### src/rtl/hazard_stall_unit.sv
// ID-stage hazard detector and stall sequencer for a 5-stage MIPS pipeline.
// Freezes PC and IF/ID and injects bubbles on data hazards, flushes IF/ID on taken branches.
module hazard_stall_unit #(
    parameter int CNT_W = 32
) (
    input  logic             Clk,
    input  logic             Reset,
    input  logic [4:0]       IFID_Rs,
    input  logic [4:0]       IFID_Rt,
    input  logic             IFID_UsesRt,
    input  logic             IFID_BranchOrJr,
    input  logic             PCSrcTaken,
    input  logic [1:0]       IDEX_MemRead,
    input  logic             IDEX_RegWrite,
    input  logic [4:0]       IDEX_WriteReg,
    input  logic [1:0]       EXMEM_MemRead,
    input  logic [4:0]       EXMEM_WriteReg,
    output logic             PCWrite,
    output logic             IFIDWrite,
    output logic             IFIDFlush,
    output logic             controlMuxSignal,
    output logic [CNT_W-1:0] StallCount,
    output logic [CNT_W-1:0] FlushCount
);

    typedef enum logic {
        RUN  = 1'b0,
        HOLD = 1'b1
    } state_t;

    state_t state_q;
    state_t state_d;

    logic load_ex;
    logic load_mem;
    logic match_ex;
    logic match_mem;
    logic hz2;
    logic hz1;
    logic stall;

    // Register $0 is hardwired to zero and can never carry a dependency.
    function automatic logic src_match(input logic [4:0] r, input logic [4:0] rs,
                                       input logic [4:0] rt, input logic uses_rt);
        return (r != 5'd0) && ((r == rs) || (uses_rt && (r == rt)));
    endfunction

    function automatic logic [CNT_W-1:0] sat_inc(input logic [CNT_W-1:0] v);
        return (&v) ? v : v + {{(CNT_W-1){1'b0}}, 1'b1};
    endfunction

    always_comb begin
        load_ex   = (IDEX_MemRead != 2'd0);
        load_mem  = (EXMEM_MemRead != 2'd0);
        match_ex  = src_match(IDEX_WriteReg, IFID_Rs, IFID_Rt, IFID_UsesRt);
        match_mem = src_match(EXMEM_WriteReg, IFID_Rs, IFID_Rt, IFID_UsesRt);

        // A load feeding a branch compare needs its data from MEM/WB, two cycles away.
        hz2 = IFID_BranchOrJr && load_ex && match_ex;
        hz1 = (load_ex && match_ex && !hz2)
            || (IFID_BranchOrJr && IDEX_RegWrite && !load_ex && match_ex)
            || (IFID_BranchOrJr && load_mem && match_mem);

        stall   = (state_q == HOLD) || hz1 || hz2;
        state_d = RUN;
        if (!Reset && (state_q == RUN) && hz2) begin
            state_d = HOLD;
        end

        PCWrite          = 1'b0;
        IFIDWrite        = 1'b0;
        controlMuxSignal = 1'b0;
        IFIDFlush        = 1'b0;
        if (!Reset && !stall) begin
            PCWrite          = 1'b1;
            IFIDWrite        = 1'b1;
            controlMuxSignal = 1'b1;
            IFIDFlush        = PCSrcTaken;
        end
    end

    always_ff @(posedge Clk) begin
        if (Reset) begin
            state_q    <= RUN;
            StallCount <= '0;
            FlushCount <= '0;
        end else begin
            state_q <= state_d;
            if (!controlMuxSignal) begin
                StallCount <= sat_inc(StallCount);
            end
            if (IFIDFlush) begin
                FlushCount <= sat_inc(FlushCount);
            end
        end
    end

endmodule

### config.mk
export PLATFORM = sky130hd
export DESIGN_NAME = hazard_stall_unit
export DESIGN_NICKNAME = d
export VERILOG_FILES = /design/src/rtl/hazard_stall_unit.sv
export SDC_FILE = /design/constraint.sdc
export NUM_CORES = 1
export LEC_CHECK = 0
export ABC_AREA = 1
export BUFFER_PORTS_ARGS = -buffer_cell sky130_fd_sc_hd__buf_4
export CAP_MARGIN = 20
export CORE_ASPECT_RATIO = 0.8
export CORE_MARGIN = 2
export CORE_UTILIZATION = 55
export DETAILED_ROUTE_END_ITERATION = 10
export PLACE_DENSITY = 0.77
export RECOVER_POWER = 50
export SYNTH_ARGS = -nofsm -noshare
export SYNTH_HDL_FRONTEND = slang
export SYNTH_SLANG_ARGS = --single-unit
### constraint.sdc
create_clock -name Clk -period 4.26 [get_ports Clk]
set_input_delay 0.639 -clock Clk [delete_from_list [all_inputs] [get_ports Clk]]
set_output_delay 0.639 -clock Clk [all_outputs]
set_load 0.01 [all_outputs]
==> reports/results.tsv, run 1 <==
metric	value	unit
ys_seq_elements	65	
synth.most_common_cell	nand2_1	
layout_worst_path_cycle_share	67.85	%
crit_type	input port to primary output	
final_area	5310	µm²
synthMuxAreaShare	0	%
drc	0	
synth_top_area_cell	dfxtp_1	
die_w	106.4	µm
fin_skew	0.01355	ns
clock-sinks	65	
cts_buffers	9	
nFillCells	819	
grt_max_degree	61	
synthCells	754	
grt_first_pass_wirelength	22890	µm
start_kind	input port	
start_util	57.51	%
synth_top_family_by_area	simple AND/OR/NAND/NOR gates	
worst_ep_arrival_time	2.25	ns
yosysWarnings	0	
yosysTopAreaCellShare	28.21	%
synth_xor_area_share	8.356	%
postCtsResizedCells	0	
h-tree-depth	3	
pin_count	98	
fmax	0.3460	GHz
synth.avg_cell_area	6.117	µm²
totalPowerFinal	1.370	mW
synthAdderAreaFrac	0.5426	%
fp.dieH	85.91	µm
hold_buffers	0	
drv_cap	0	
leakagePower	2.035	nW
netlist_top_cells_count	247 x nand2_1, 87 x nor2_1, 65 x dfxtp_1	
num-nets-final	866	
setup_viol	0	
fin_crit	2.890	ns
ctsRootBufferMaster	clkbuf_8	
core	8019	µm²
postRouteAntennaNets	0	
rows	29	
tightest_slew	0.8016	ns
overflow	0	
hold_path.class	flop to flop	
track_usage	31.27	%
gp_congestion	1.050	
crit_path_max_fanout	23	
synth_area_leaders	dfxtp_1 28%, nand2_1 20%, nor2_1 7.1%, a21oi_1 6.5%, nand4_1 6.4%	
wire_per_inst	14.87	µm
first_iter_violations	533	
area_growth	15.14	%
synth_compound_area_share	7.434	%
status	complete, no violations	
clk_pin_slew	0.08	ns
ys_types	32	
cts_tree	yes	
setup_ws	1.370	ns
fin_util	66.22	%
timing.setup.tns	0	ns
rsz0062_at_grt	no	
dp_slack	1.384	ns
vdd_drop_max	0.2402	mV
clock_path_buffers	2	
finalMaxSlewViolations	0	
post_cts_buffers	0	
finalNonFillerCells	947	
insertion_delay	0.36	ns
placed_area	5323	µm²
routed_via_density	5.649	
post_synth_and_or_nand_nor_area_fraction	46.45	%
dr.pass1.iters	5	
synth_area	4612	µm²
hold_viol	0	
synth_ff_type	dfxtp_1	
worst_hold_slack	0.4999	ns
p_per_area	258.1	nW/µm²
grt_pass1_vias	4687	
synth-async-reset-ratio	0	%
drive_above_1_share	8.105	%
cp.required	3.62	ns
num_vias	5350	
wl	14080	µm
dp_hpwl	10340	µm
synth-edff-count	0	
diodes	0	
placed_cells	931	
maxSlewHeadroom	46.15	%
port_buffers	97	
synth.net_count	786	
grt_antenna_before_repair	0	
crit_path_end_kind	primary output	
synth_sequential_area_ratio	28.21	%
die_area	9139	µm²
registers in the layout, indices dropped and copies added, names as in the netlist:
| signal | count |
|---|---|
| StallCount | 32 |
| FlushCount | 32 |
| state_q | 1 |
area by class of cell:
class	instances	area [µm²]	share of cell area, %
Clock buffer	10	137.6	2.592
Clock inverter	6	90.09	1.697
Tap cell	108	135.1	2.545
Multi-Input combinational cell	595	2895	54.52
Inverter	62	232.7	4.383
Timing Repair Buffer	101	518.0	9.755
Sequential cell	65	1301	24.51
routing by layer:
metal  track usage, %  part of all wire [%]  vias to the layer above
met3            8.511                    12                       15
met4            7.177                  0.71                        0
li1                 -                     -                     2608
met2            45.69                    41                      283
met1            45.83                    46                     2444
met5                0                     0                        -
worst max-delay path, cell delays in order:
cell and delay, ns:
buf_4 0.10, or2_0 0.24, o21ai_0 0.18, inv_1 0.05, nand2_1 0.07, nand2_1 0.08, nor2_4 0.35, buf_4 0.35
buf_4 0.17
cell usage in the layout (no fill, tap or decap), drive strengths merged:
cell type / n
nand2: 250
nor2: 93
clkbuf: 74
dfxtp: 65
inv: 63
a21oi: 61
nand3: 56
nand4: 47
buf: 37
xor2: 31
nor3: 19
xnor2: 13
nand3b: 11
o21ai: 4
nor4: 3
ha: 2
bufinv: 2
clkinv: 2
o21a: 1
or2: 1
nor3b: 1
and2b: 1
a31oi: 1
clkinvlp: 1
final timing paths:
path                   start        endpoint  slack (ns)  cells past startpoint
max          IDEX_MemRead[1]       IFIDWrite        1.37                      9
min           FlushCount[27]  FlushCount[27]        0.50                      2
max reg2reg    StallCount[0]   StallCount[0]        1.49                     12
min reg2reg   FlushCount[27]  FlushCount[27]        0.50                      2
where the power goes:
group          internal (mW)  switching (mW)
Sequential             0.611         0.00754
Combinational         0.0481          0.0926
Clock                  0.347           0.263
cell families after synthesis:
group | after synthesis
XOR/XNOR | 44
buffers and inverters | 94
AND/OR/NAND/NOR | 482
AO/OA/AOI/OAI | 67
flip-flops | 65
adder cells (fa/ha/maj) | 2
Power figures use the tool's default switching activity.
==> inputs of run 2 (changes only) <==
ABC_AREA = 0   (was 1)
CORE_UTILIZATION = 53   (was 55)
clock period = 2.9 ns   (was 4.26 ns; I/O delays follow)
==> run 2 against run 1 <==
Compared with the run above:
- design area down 15%
- first-iteration DRC count down 52%
- clock skew down 0.0034 ns
- clock power up 54%
- die area down 14%
- power up 47%
- synthesized cell count down 40%
- worst hold slack worse by 0.13 ns
- register-to-register slack worse by 1.2 ns
- flip-flop and latch count unchanged
- critical endpoint unchanged
- highest routed layer unchanged
==> reports/results.tsv, run 2 <==
metric	value	unit	change
status	complete, no violations		
hold_path.class	input port to flop		
start_kind	input port		
rows	27		-6.9%
drive_above_1_share	14.81	%	+6.7 points
synthCells	456		-40%
area_growth	19.37	%	
grt_antenna_before_repair	0		unchanged
synth.avg_cell_area	8.330	µm²	+36%
grt_pass1_vias	3508		-25%
cpLargestDelayFamily	simple AND/OR/NAND/NOR gates		
fp.dieH	79.72	µm	-7.2%
overflow	0		unchanged
crit_path_end_kind	primary output		
gp_congestion	0.9027		-14%
fin_util	65.47	%	-0.75 points
ys_types	50		+56%
synth_top_area_cell	dfxtp_1		
hold_viol	0		unchanged
diodes	0		unchanged
insertion_delay	0.34	ns	-0.02 ns
synth_area_leaders	dfxtp_1 34%, or4_1 5.5%, mux2_2 5.3%, o31ai_1 4.9%, a21oi_1 4.6%		
rsz0062_at_grt	no		
yosysWarnings	0		unchanged
yosysTopAreaCellShare	34.26	%	+6.0 points
path_buf_inv	2		-2
synth.net_count	488		-38%
startpoint	EXMEM_WriteReg[1]		
hold_buffers	0		unchanged
crit_path_max_fanout	57		+150%
reg2reg_from	StallCount[3]		
start_util	54.85	%	-2.7 points
fin_crit	2.692	ns	
cts_buffers	9		unchanged
worst_ep_arrival_time	2.26	ns	about the same
postCtsResizedCells	0		unchanged
drc	0		unchanged
slowest_stage	and2_4		
cp_cell_sequence	buf_4 -> or4_1 -> o221ai_1 -> o21a_2 -> and2_4 -> buf_4		
cp_common_cell	buf_4		
cts_tree	yes		
top_regs	FlushCount (32), StallCount (32), state_q (1)		
grt_max_degree	86		+41%
wl	10380	µm	-26%
num_vias	3930		-27%
synth_sequential_area_ratio	34.26	%	+6.0 points
final_cell_mix	65 x dfxtp_1, 65 x clkbuf_1, 37 x nor2_1, 37 x buf_4, 35 x a21oi_1		
layout_worst_path_cycle_share	92.83	%	
clock-sinks	65		unchanged
crit_path_max_incr_delay	0.53	ns	+0.18 ns
num-nets-final	574		-34%
netlist_top_cells_count	65 x dfxtp_1, 37 x nor2_1, 35 x a21oi_1		
worstHoldStart	IDEX_MemRead[0]		
clock_path_buffers	2		unchanged
timing.setup.tns	0	ns	unchanged
wire_per_inst	16.37	µm	+10%
synth-edff-count	0		unchanged
synth_area	3799	µm²	-18%
synth_ff_type	dfxtp_1		
maxSlewHeadroom	45.07	%	-1.1 points
crit_type	input port to primary output		
leakagePower	1.501	nW	-26%
synth.most_common_cell	dfxtp_1		
p_per_area	445.3	nW/µm²	+73%
first_iter_violations	258		-52%
fin_skew	0.01019	ns	-0.003358 ns
postRouteAntennaNets	0		unchanged
ys_seq_elements	65		unchanged
h-tree-depth	3		unchanged
post_cts_buffers	0		unchanged
nFillCells	655		-20%
ctsRootBufferMaster	clkbuf_8		
pin_count	98		unchanged
cp.required	2.47	ns	-1.15 ns
fmax	0.3715	GHz	
core	6925	µm²	-14%
port_buffers	97		unchanged
die_area	7864	µm²	-14%
die_w	98.65	µm	-7.3%
synth-async-reset-ratio	0	%	unchanged
track_usage	26.08	%	-5.2 points
clk_pin_slew	0.07	ns	about the same
routed_via_density	6.199		+9.7%
drv_cap	0		unchanged
vdd_drop_max	0.3486	mV	+45%
finalMaxSlewViolations	0		unchanged
tightest_slew	0.8239	ns	+0.02228 ns
grt_first_pass_wirelength	16700	µm	-27%
dr.pass1.iters	4		-1
dp_hpwl	7367	µm	-29%
setup_viol	0		unchanged
[run 2: worst paths after layout]
| check | to | slack (ns) | cells past startpoint |
|---|---|---|---|
| setup / recovery | IFIDWrite | 0.21 | 6 |
| hold / removal | state_q | 0.37 | 3 |
| hold reg to reg | state_q | 0.51 | 3 |
| setup reg to reg | StallCount[22] | 0.33 | 6 |
[run 2: per-stage QoR]
step | worst slack [ns] | hold WS (ns) | total power [mW] | cells | cell area (µm²)
4_1_cts | 0.2490 | 0.3643 | 2.037 | 634 | 4793
3_3_place_gp | 0.2700 | 0.4785 | 1.101 | 618 | 4549
3_5_place_dp | 0.2602 | 0.4969 | 1.106 | 618 | 4549
6_report | 0.2080 | 0.3664 | 2.019 | 634 | 4534
5_1_grt | 0.1568 | 0.3657 | 2.098 | 634 | 4534
2_1_floorplan | 0.4041 | 0.4778 | 1.035 | 456 | 3799
[run 2: layer usage]
layer,GRT usage (%),part of all wire (%),vias up
li1,-,-,1897
met5,0,0,-
met2,41.50,45,171
met3,7.793,7.8,20
met4,7.671,1.6,0
met1,34.42,45,1842
[run 2: cell type report]
| class | instances | area (µm²) | share of cell area [%] |
|---|---|---|---|
| clock inverters | 5 | 102.6 | 2.263 |
| clock buffers | 11 | 141.4 | 3.118 |
| multi-input cells | 359 | 2323 | 51.24 |
| inverters | 5 | 18.77 | 0.4139 |
| well taps | 87 | 108.9 | 2.401 |
| repair buffers | 102 | 538.0 | 11.87 |
| flip-flops and latches | 65 | 1301 | 28.70 |
[run 2: cell families after synthesis]
logic type / Yosys count / synth area share (%)
AND/OR/NAND/NOR: 226 / 34.58
AO/OA/AOI/OAI: 86 / 14.79
flip-flops: 65 / 34.26
buffers and inverters: 32 / 4.084
XOR/XNOR: 25 / 5.764
multiplexers: 20 / 5.863
adder cells (fa/ha/maj): 2 / 0.6587
[run 2: worst register-to-register path: stages (launching register included)]
cell and delay, ns:
dfxtp_1 0.45, nand4_1 0.15, nor2_1 0.34, nand4_1 0.34, or3_1 0.54, nor3b_1 0.28, mux2_2 0.36
[run 2: power by group]
| group | total, mW | internal (mW) | switching [mW] |
|---|---|---|---|
| Sequential | 0.905 | 0.897 | 0.00706 |
| Combinational | 0.174 | 0.0718 | 0.102 |
| Clock | 0.941 | 0.594 | 0.348 |
